`config.mk`:
```
export PLATFORM = sky130hd
export DESIGN_NAME = vme_regbank_rd
export DESIGN_NICKNAME = d
export VERILOG_FILES = /design/src/rtl/vme_pkg.sv /design/src/rtl/vme_addr_dec.sv /design/src/rtl/vme_regbank_rd.sv
export SDC_FILE = /design/constraint.sdc
export NUM_CORES = 1
export LEC_CHECK = 0
export CAP_MARGIN = 25
export CORE_AREA = 2 2 160 162
export CTS_CLUSTER_SIZE = 8
export DETAILED_ROUTE_END_ITERATION = 8
export DIE_AREA = 0 0 162 164
export RECOVER_POWER = 100
export SETUP_SLACK_MARGIN = 0.05
export SLEW_MARGIN = 25
export SYNTH_ARGS = -nofsm -noshare
export SYNTH_HDL_FRONTEND = slang
export SYNTH_SLANG_ARGS = --single-unit
```
`constraint.sdc`:
```
create_clock -name clk_i -period 2.4 [get_ports clk_i]
set_input_delay 0.6 -clock clk_i [delete_from_list [all_inputs] [get_ports clk_i]]
set_output_delay 0.6 -clock clk_i [all_outputs]
set_load 0.05 [all_outputs]
```
`src/rtl/vme_pkg.sv`:
```
// Shared definitions for the VME register bank blocks.
//   state_e       : access FSM states (idle / wait states / termination)
//   DEF_BASE_ADDR : default byte address of register slot 0
//   idx_w()       : slot-index width for a window of n slots (at least 1 bit)
package vme_pkg;

  localparam logic [15:0] DEF_BASE_ADDR = 16'h7C80;

  typedef enum logic [1:0] {
    ST_IDLE = 2'd0,
    ST_WAIT = 2'd1,
    ST_TERM = 2'd2
  } state_e;

  function automatic int idx_w(input int n);
    return (n <= 2) ? 1 : $clog2(n);
  endfunction

endpackage

```
`src/rtl/vme_addr_dec.sv`:
```
// Combinational window decode for a word-aligned VME register bank.
//   addr_i : byte address
//   hit_o  : address is even, inside [BASE_ADDR, BASE_ADDR+2*NREGS) and the
//            slot is implemented in IMPL_MASK
//   idx_o  : slot index (ADDR-BASE_ADDR)>>1, meaningful only when hit_o=1
module vme_addr_dec
  import vme_pkg::*;
#(
  parameter int                AW        = 16,
  parameter logic [AW-1:0]     BASE_ADDR = DEF_BASE_ADDR,
  parameter int                NREGS     = 19,
  parameter logic [NREGS-1:0]  IMPL_MASK = '1,
  localparam int               IW        = idx_w(NREGS)
) (
  input  logic [AW-1:0] addr_i,
  output logic          hit_o,
  output logic [IW-1:0] idx_o
);

  // Window span compared one bit wider so BASE_ADDR+2*NREGS may reach 2**AW.
  localparam logic [AW:0] SPAN = (AW+1)'(2 * NREGS);

  logic [AW-1:0]        off;
  logic [(1<<IW)-1:0]   impl_ext;
  logic                 in_rng;

  // Pad the mask to the full index range so out-of-window indices read 0.
  always_comb begin
    impl_ext               = '0;
    impl_ext[NREGS-1:0]    = IMPL_MASK;
  end

  assign off    = addr_i - BASE_ADDR;
  assign in_rng = (addr_i >= BASE_ADDR) && ({1'b0, off} < SPAN);
  assign idx_o  = off[IW:1];
  assign hit_o  = ~addr_i[0] & in_rng & impl_ext[idx_o];

endmodule

```
`src/rtl/vme_regbank_rd.sv`:
```
// Handshaked VME slave register bank front end.
//   clk_i/rst_n_i : clock, asynchronous active-low reset
//   stb_i         : access request (level, held until ack_o/berr_o seen)
//   we_i, addr_i, din_i : write enable, byte address, write data (captured
//                   together when the request is accepted)
//   rdata_i       : flattened register sources, slot i at [i*DW +: DW]
//   dout_o        : registered read data, holds last read value
//   ack_o/berr_o  : cycle termination (DTACK / bus error)
//   rd_stb_o/wr_stb_o : one-cycle per-slot pulses, coincident with first ack
//   wdata_o       : latched write data, valid while wr_stb_o pulses
module vme_regbank_rd
  import vme_pkg::*;
#(
  parameter logic [15:0]       BASE_ADDR = DEF_BASE_ADDR,
  parameter int                NREGS     = 19,
  parameter int                DW        = 16,
  parameter int                AW        = 16,
  parameter logic [NREGS-1:0]  IMPL_MASK = 19'h0703FF,
  parameter logic [NREGS-1:0]  SWAP_MASK = '0,
  parameter int                WAIT_CYC  = 1,
  parameter bit                BERR_EN   = 1'b0
) (
  input  logic                 clk_i,
  input  logic                 rst_n_i,
  input  logic                 stb_i,
  input  logic                 we_i,
  input  logic [AW-1:0]        addr_i,
  input  logic [DW-1:0]        din_i,
  input  logic [NREGS*DW-1:0]  rdata_i,
  output logic [DW-1:0]        dout_o,
  output logic                 ack_o,
  output logic                 berr_o,
  output logic [NREGS-1:0]     rd_stb_o,
  output logic [NREGS-1:0]     wr_stb_o,
  output logic [DW-1:0]        wdata_o
);

  localparam int IW = idx_w(NREGS);

  state_e               state_q, state_d;
  logic [3:0]           cnt_q, cnt_d;
  logic                 hit_q, hit_d;
  logic                 we_q, we_d;
  logic [IW-1:0]        idx_q, idx_d;
  logic [DW-1:0]        wdata_q, wdata_d;
  logic [DW-1:0]        dout_q, dout_d;
  logic                 ack_q, ack_d;
  logic                 berr_q, berr_d;
  logic [NREGS-1:0]     rd_stb_q, rd_stb_d;
  logic [NREGS-1:0]     wr_stb_q, wr_stb_d;

  logic                 dec_hit;
  logic [IW-1:0]        dec_idx;
  logic [DW-1:0]        rd_sel, rd_swp;
  logic                 swp_sel;
  logic [NREGS-1:0]     onehot;

  vme_addr_dec #(
    .AW        (AW),
    .BASE_ADDR (AW'(BASE_ADDR)),
    .NREGS     (NREGS),
    .IMPL_MASK (IMPL_MASK)
  ) u_dec (
    .addr_i (addr_i),
    .hit_o  (dec_hit),
    .idx_o  (dec_idx)
  );

  // Slot select for the captured index: data, swap flag and strobe vector.
  always_comb begin
    rd_sel  = '0;
    swp_sel = 1'b0;
    onehot  = '0;
    for (int i = 0; i < NREGS; i++) begin
      if (idx_q == IW'(i)) begin
        rd_sel    = rdata_i[i*DW +: DW];
        swp_sel   = SWAP_MASK[i];
        onehot[i] = 1'b1;
      end
    end
    rd_swp = rd_sel;
    for (int b = 0; b < DW/8; b++)
      rd_swp[b*8 +: 8] = rd_sel[(DW/8-1-b)*8 +: 8];
  end

  // TERM is entered with ack/berr still low; that first TERM cycle is the
  // "action" cycle whose closing edge samples RDATA and fires the strobe.
  // This gives ACK WAIT_CYC+1 edges after capture, including WAIT_CYC=0.
  always_comb begin
    state_d  = state_q;
    cnt_d    = cnt_q;
    hit_d    = hit_q;
    we_d     = we_q;
    idx_d    = idx_q;
    wdata_d  = wdata_q;
    dout_d   = dout_q;
    ack_d    = ack_q;
    berr_d   = berr_q;
    rd_stb_d = '0;
    wr_stb_d = '0;
    case (state_q)
      ST_IDLE: begin
        if (stb_i) begin
          hit_d = dec_hit;
          idx_d = dec_idx;
          we_d  = we_i;
          if (we_i) wdata_d = din_i;
          if (WAIT_CYC > 0) begin
            state_d = ST_WAIT;
            cnt_d   = 4'(WAIT_CYC - 1);
          end else begin
            state_d = ST_TERM;
          end
        end
      end
      ST_WAIT: begin
        if (!stb_i) begin
          state_d = ST_IDLE;
          cnt_d   = '0;
        end else if (cnt_q == 4'd0) begin
          state_d = ST_TERM;
        end else begin
          cnt_d = cnt_q - 4'd1;
        end
      end
      ST_TERM: begin
        if (!ack_q && !berr_q) begin
          if (!stb_i) begin
            state_d = ST_IDLE;      // master gave up before termination
          end else if (hit_q) begin
            ack_d = 1'b1;
            if (we_q) begin
              wr_stb_d = onehot;
            end else begin
              rd_stb_d = onehot;
              dout_d   = swp_sel ? rd_swp : rd_sel;
            end
          end else begin
            if (BERR_EN) berr_d = 1'b1;
            else         ack_d  = 1'b1;
            if (!we_q) dout_d = '0;
          end
        end else if (!stb_i) begin
          state_d = ST_IDLE;
          ack_d   = 1'b0;
          berr_d  = 1'b0;
        end
      end
      default: state_d = ST_IDLE;
    endcase
  end

  always_ff @(posedge clk_i or negedge rst_n_i) begin
    if (!rst_n_i) begin
      state_q  <= ST_IDLE;
      cnt_q    <= '0;
      hit_q    <= 1'b0;
      we_q     <= 1'b0;
      idx_q    <= '0;
      wdata_q  <= '0;
      dout_q   <= '0;
      ack_q    <= 1'b0;
      berr_q   <= 1'b0;
      rd_stb_q <= '0;
      wr_stb_q <= '0;
    end else begin
      state_q  <= state_d;
      cnt_q    <= cnt_d;
      hit_q    <= hit_d;
      we_q     <= we_d;
      idx_q    <= idx_d;
      wdata_q  <= wdata_d;
      dout_q   <= dout_d;
      ack_q    <= ack_d;
      berr_q   <= berr_d;
      rd_stb_q <= rd_stb_d;
      wr_stb_q <= wr_stb_d;
    end
  end

  assign dout_o   = dout_q;
  assign ack_o    = ack_q;
  assign berr_o   = berr_q;
  assign rd_stb_o = rd_stb_q;
  assign wr_stb_o = wr_stb_q;
  assign wdata_o  = wdata_q;

endmodule

```
---- Word-level counts from Yosys, hierarchy flattened ----
Memory sizes are Yosys's and may differ from the RTL's.
Index checks and enable logic that the tools add are counted.
word-level totals
  register bits ........................... 84
  memory bits (read-only) ................. 32
  input bits .............................. 340
  output and inout bits ................... 72
  word-level logic and storage cells ...... 122
  memories kept ........................... 1
memories
  memory           depth  width  rd ports  clocked after Yosys merged registers in  wr ports  line                text
  (no name shown)  32     1      1         0                                        0         vme_addr_dec.sv:36  assign hit_o = ~addr_i[0] & in_rng & impl_ext[idx_o];
cells by class
  $add $sub $neg .......................... 2
  magnitude comparators ................... 3
  equal/unequal tests ..................... 26
  mux-type cells .......................... 64
  bitwise logic cells ..................... 4
  reduce and logical (&&, ||, !) cells .... 12
operator list
  cell                                                                                    count
  16-bit two-way mux                                                                      22
  19-bit two-way mux                                                                      10
  5-bit by 4-bit == test with 1-bit output (second input constant)                        8
  1-bit two-way mux                                                                       23
  5-bit by 3-bit == test with 1-bit output (second input constant)                        4
  16-bit by 15-bit greater-or-equal comparator with 1-bit output (second input constant)  1
  16-bit by 6-bit < comparator with 1-bit output (second input constant)                  1
  16-bit by 15-bit subtractor with 16-bit output (second input constant)                  1
  5-bit == test (second input constant)                                                   3
  4-bit two-way mux                                                                       3
  3-bit AND reduction                                                                     4
  5-bit by 2-bit == test with 1-bit output (second input constant)                        2
  2-bit two-way mux                                                                       4
  4-bit one-hot mux with 2 select lines                                                   1
  5-bit by 6-bit < comparator with 1-bit output (second input constant)                   1
  2-bit != test (second input constant)                                                   3
  3-bit != test (second input constant)                                                   2
  2-bit one-hot mux with 3 select lines                                                   1
  5-bit by 1-bit == test with 1-bit output (second input constant)                        1
  5-bit zero test                                                                         1
  4-bit zero test                                                                         1
  4-bit AND reduction                                                                     1
  4-bit by 1-bit subtractor with 4-bit output (second input constant)                     1
  1-bit AND                                                                               2
  other kinds (9)                                                                         10

---- Logic depth before layout (Yosys ltp) ----
  depth in word-level cells ............... 22
  depth in mapped cells ................... 11
  depth with buffers taken out ............ 6

---- By module ----
From an unflattened synthesis, not the netlist that was laid out.
second synthesis, totals
  cells, all modules ...................... 803
  area, all modules ....................... 6617.6 um^2
modules (own cells, without submodules)
  module          times used  cells an instance  area an instance (um^2)  sequential area each (um^2)
  vme_regbank_rd  1           778                6434.9                   2102.0
  vme_addr_dec    1           25                 182.7                    0.0

---- Worst setup path after synthesis ----
Ideal clock, no wire load.
  path kind ............................... input port to flip-flop
  start point ............................. input rdata_i[121]
  end point ............................... register dout_q[9], in the netlist dout_o[9]
  setup time .............................. 126 ps
  data arrival time ....................... 1911 ps
  data required time ...................... 2274 ps
  path slack .............................. 363 ps
  cell stages on the path ................. 5
  path buffers ............................ 0
  cell sequence ........................... mux4_2 -> a22oi_1 -> a41oi_1 -> a211o_1 -> a221o_1
on the way
  cells in the longest elaborated chain, start to end .. 14
RTL lines
  item                              line                   text
  start, declared                   vme_regbank_rd.sv:29   input logic [NREGS*DW-1:0] rdata_i,
  16-bit two-way mux (12 in a row)  vme_regbank_rd.sv:75   if (idx_q == IW'(i)) begin
  16-bit two-way mux                vme_regbank_rd.sv:132  if (we_q) begin
  16-bit two-way mux                vme_regbank_rd.sv:130  end else if (hit_q) begin
  end signal, assigned              vme_regbank_rd.sv:173  dout_q <= dout_d;
  end, declared                     vme_regbank_rd.sv:46   logic [DW-1:0] dout_q, dout_d;
Every way passes these cells. The select of a mux whose other input is x is not followed.
A chain may end at the register's enable or synchronous reset.

---- Worst setup path after layout ----
  start point ............................. register idx_q[0]
  end point ............................... register dout_q[9], in the netlist dout_o[9]
on the way
  cells in the longest elaborated chain, start to end .. 22
  elaborated cells on any way between the ends .. 40
  those cells by class .................... eq/ne (18); mux (21); reduce/logical (1)
RTL lines
  item                              line                   text
  start, declared                   vme_regbank_rd.sv:44   logic [IW-1:0] idx_q, idx_d;
  start signal, assigned            vme_regbank_rd.sv:171  idx_q <= idx_d;
  5-bit zero test                   vme_regbank_rd.sv:75
  16-bit two-way mux (18 in a row)  vme_regbank_rd.sv:75
  16-bit two-way mux (*)            vme_regbank_rd.sv:75
  16-bit two-way mux (*)            vme_regbank_rd.sv:132
  16-bit two-way mux (*)            vme_regbank_rd.sv:130
Every way passes the cells marked *; elsewhere a longest branch is shown, timed or not. The select of a mux whose other input is x is not followed.

==> results.yml <==
pwr:
  switching_share_pct: 40.6
  power.internal_mw: 4.28
  peakVddDrop_mv: 0.416
  p_per_area_mw_per_mm2: 609
  combPwrFrac_pct: 55.4
  leakage_nw: 4.78
  p_clk_share_pct: 21.8
  switchingPower_mw: 2.92
  pwr-share-seq_pct: 22.8
hold_path:
  hp-class: "flop to flop"
clocking:
  insertion_delay_ns: 0.35
  clkTransAtPathRegs_ns: 0.07
  htree_levels: 3
  cts_inserted_buffers: 9
  clk_path_buf_depth: 2
  numClockSinks: 84
  tritoncts: "done"
  root_buffer: "clkbuf_16"
placed_design:
  hpwl_mm: 29.2
  portBuffers: 410
  place_inst: 1534
  globalplace.congestion: 0.904
  placed_area_mm2: 0.0113
timing:
  final_hold_viol_count: 0
  fmax_ghz: 0.434
  finalSetupTns_ns: 0
  final.setup_skew_ns: 0.00716
  relSlewSlack_pct: 4.89
  max_slew.worst_pin.slew_ns: 1.43
  finalSetupViolCount: 0
  rsz0062_at_grt: "yes"
  drv_slew: 0
  min_period_over_period_pct: 95.9
  fin_crit_ns: 2.30
floorplan:
  die_width_um: 162
  fp.dieH_um: 164
  initial_core_util_pct: 25.6
  dieArea_mm2: 0.0266
  io_pins: 412
  core_mm2: 0.0248
  fp-row-count: 58
global_routing:
  grt_max_degree: 43
  grt_pass1_wl_mm: 50.6
  grt_overflow: 0
  grt_usage_pct: 25.8
  grt_pass1_vias: 8133
  antenna_found_initial: 4
yosys:
  synth-edff-count: 0
  yosysTopAreaCellShare_pct: 33.1
  synth.area.top_cells: "dfrtp_1 33%, nor2_1 6.4%, o21ai_0 5.7%, mux2_2 5.5%, a21oi_1 5.1%"
  async_reset_ff_share_pct: 100
  yosysTopAreaCell: "dfrtp_1"
  synth_fp_nets: 1118
  ys.flop_type: "dfrtp_1"
  synth_cell_types: 72
  postSynthCellCount: 775
  synth-seq-cells: 84
  synth_common_cells: "109 x nor2_1, 84 x dfrtp_1, 72 x o21ai_0"
  synth.most_common_cell: "nor2_1"
  synth.avg_cell_area_um2: 8.20
  netlist_area_mm2: 0.00635
  ys_seq_area_share_pct: 33.1
  yosysWarnings: 0
critical_path:
  criticalPathCategory: "flop to flop"
  path_max_fanout: 7
  cp-start-kind: "flop"
  cp_data_arrival_time_ns: 2.53
  cp-end-kind: "flop"
  cp_data_required_time_ns: 2.63
detailed_routing:
  drc: 0
  vias_per_cell: 5.18
  routed_wl_mm: 35.6
  drt_iter0_drc: 459
  ant_nets: 0
  firstDrtPassIters: 4
  post_drt_wl_per_cell_um: 22.7
  vias: 8106
layout:
  regArea_mm2: 0.00211
  multi_input_area_mm2: 0.00402
  drive_gt1_share_pct: 15.4
  fin_cells: 1566
  num-fill-cells: 2506
  area_delta_synth_final_pct: 86.2
  fin_nets: 1568
  stdcell_area_mm2: 0.0118
run_status:
  status: "completed"
flow_run:
  drv_cap: 0
path summary, 6_finish.rpt:
| path | start | endpoint | slack (ns) | cells past startpoint |
|---|---|---|---|---|
| max | idx_q[0] | dout_o[9] | 0.1 | 6 |
| min in group asynchronous | rst_n_i | wdata_o[10] | 0.58 | 1 |
| min | dout_o[8] | dout_o[8] | 0.50 | 2 |
| min reg2reg | dout_o[8] | dout_o[8] | 0.50 | 2 |
| max reg2reg | idx_q[0] | dout_o[9] | 0.1 | 6 |
| max in group asynchronous | rst_n_i | dout_o[4] | 0.52 | 2 |
cell families (layout without fill, tap and decap cells):
| logic type | after synthesis | after routing | share of synthesized area, % |
|---|---|---|---|
| xor+xnor | 1 | 1 | 0.138 |
| buf+inv | 76 | 531 | 5.93 |
| compound gates | 268 | 268 | 26.6 |
| flops | 84 | 84 | 33.1 |
| mux | 66 | 66 | 12.9 |
| simple gates | 276 | 276 | 20.7 |
| other cells | 1 | 7 | 0.0590 |
| fa+ha+maj | 3 | 3 | 0.591 |
critical path: stages, from the launching register on:
cell and delay (ns):
dfrtp_4 0.50, clkbuf_2 0.18, mux4_2 0.51, a22oi_2 0.22, a41oi_2 0.19, a211o_1 0.26, a221o_1 0.32
routing by layer:
layer / GRT usage (%) / routed length [um] / vias up / part of all wire [%]
met5: 0 / 0 / - / 0
met4: 8.93 / 925 / 0 / 2.6
met3: 4.80 / 2440 / 55 / 6.8
met2: 44.6 / 17600 / 396 / 49
met1: 32.4 / 14600 / 3870 / 41
li1: - / - / 3785 / -
final cells by class:
type                            instances  share of cell area, %
Timing Repair Buffer                  503                   41.4
Inverter                               12                  0.381
Tap cell                              330                   3.49
Clock buffer                            9                   1.90
Antenna cell                            6                  0.127
Sequential cell                        84                   17.8
Multi-Input combinational cell        615                   34.0
Clock inverter                          7                  0.867
placed cells by master (no fill, tap or decap), types with 4 or more instances in the layout:
cell               n
nor4_1             4
nor2_1           107
clkbuf_16         10
diode_2            6
nand2b_1          10
a22o_1             5
mux2i_1           24
dfrtp_1           81
nand3_1           13
a22oi_1           19
inv_1             12
dlygate4sd3_1     72
buf_12             6
nand4_1            9
a31oi_1            9
nor2_2             5
a221oi_1           4
nand2_1           59
o22ai_1           18
clkdlybuf4s50_1  337
a32oi_1            4
a21oi_1           65
nor2b_1           10
o21ai_1           12
o221ai_1           6
and3_1             4
clkbuf_1           5
o21ai_0           71
mux4_2             9
mux2_2            31
buf_4             75
nor3_1            17
o211ai_1           8
power groups by stage:
stage               combinational (mW)  sequential (mW)  clock, mW
floorplan                         1.68             1.94          0
detailed placement                3.76             1.70          0
global route                      4.24             1.66       1.64
CTS                               3.85             1.66       1.58
global placement                  3.76             1.69          0
finish                            3.99             1.64       1.57
flip-flops by register name, indices dropped and copies added (netlist names):
register  cells
rd_stb_o     19
wr_stb_o     19
dout_o       16
wdata_o      16
idx_q         5
cnt_q         4
state_q       2
ack_o         1
hit_q         1
we_q          1
timing repair:
item                       4_1_cts  5_1_grt
gates cloned                     0        1
hold buffers                     0        0
gates resized for setup          7       30
pin swaps                        8        4
buffers inserted                 3        6
hold endpoints to repair         0        0
setup endpoints to repair       13       16
stage by stage:
stage / setup WS [ns] / hold WS [ns] / power, mW / util (%)
2_1_floorplan: 0.363 / 0.304 / 3.62 / -
3_3_place_gp: -0.417 / 0.480 / 5.45 / 45.4
3_5_place_dp: -0.424 / 0.488 / 5.46 / 45.4
4_1_cts: 0.0486 / 0.168 / 7.09 / 47.0
5_1_grt: 0.0118 / 0.514 / 7.54 / 47.6
6_report: 0.0978 / 0.498 / 7.20 / 47.7
Note: power is estimated with default switching activity, not from simulation.
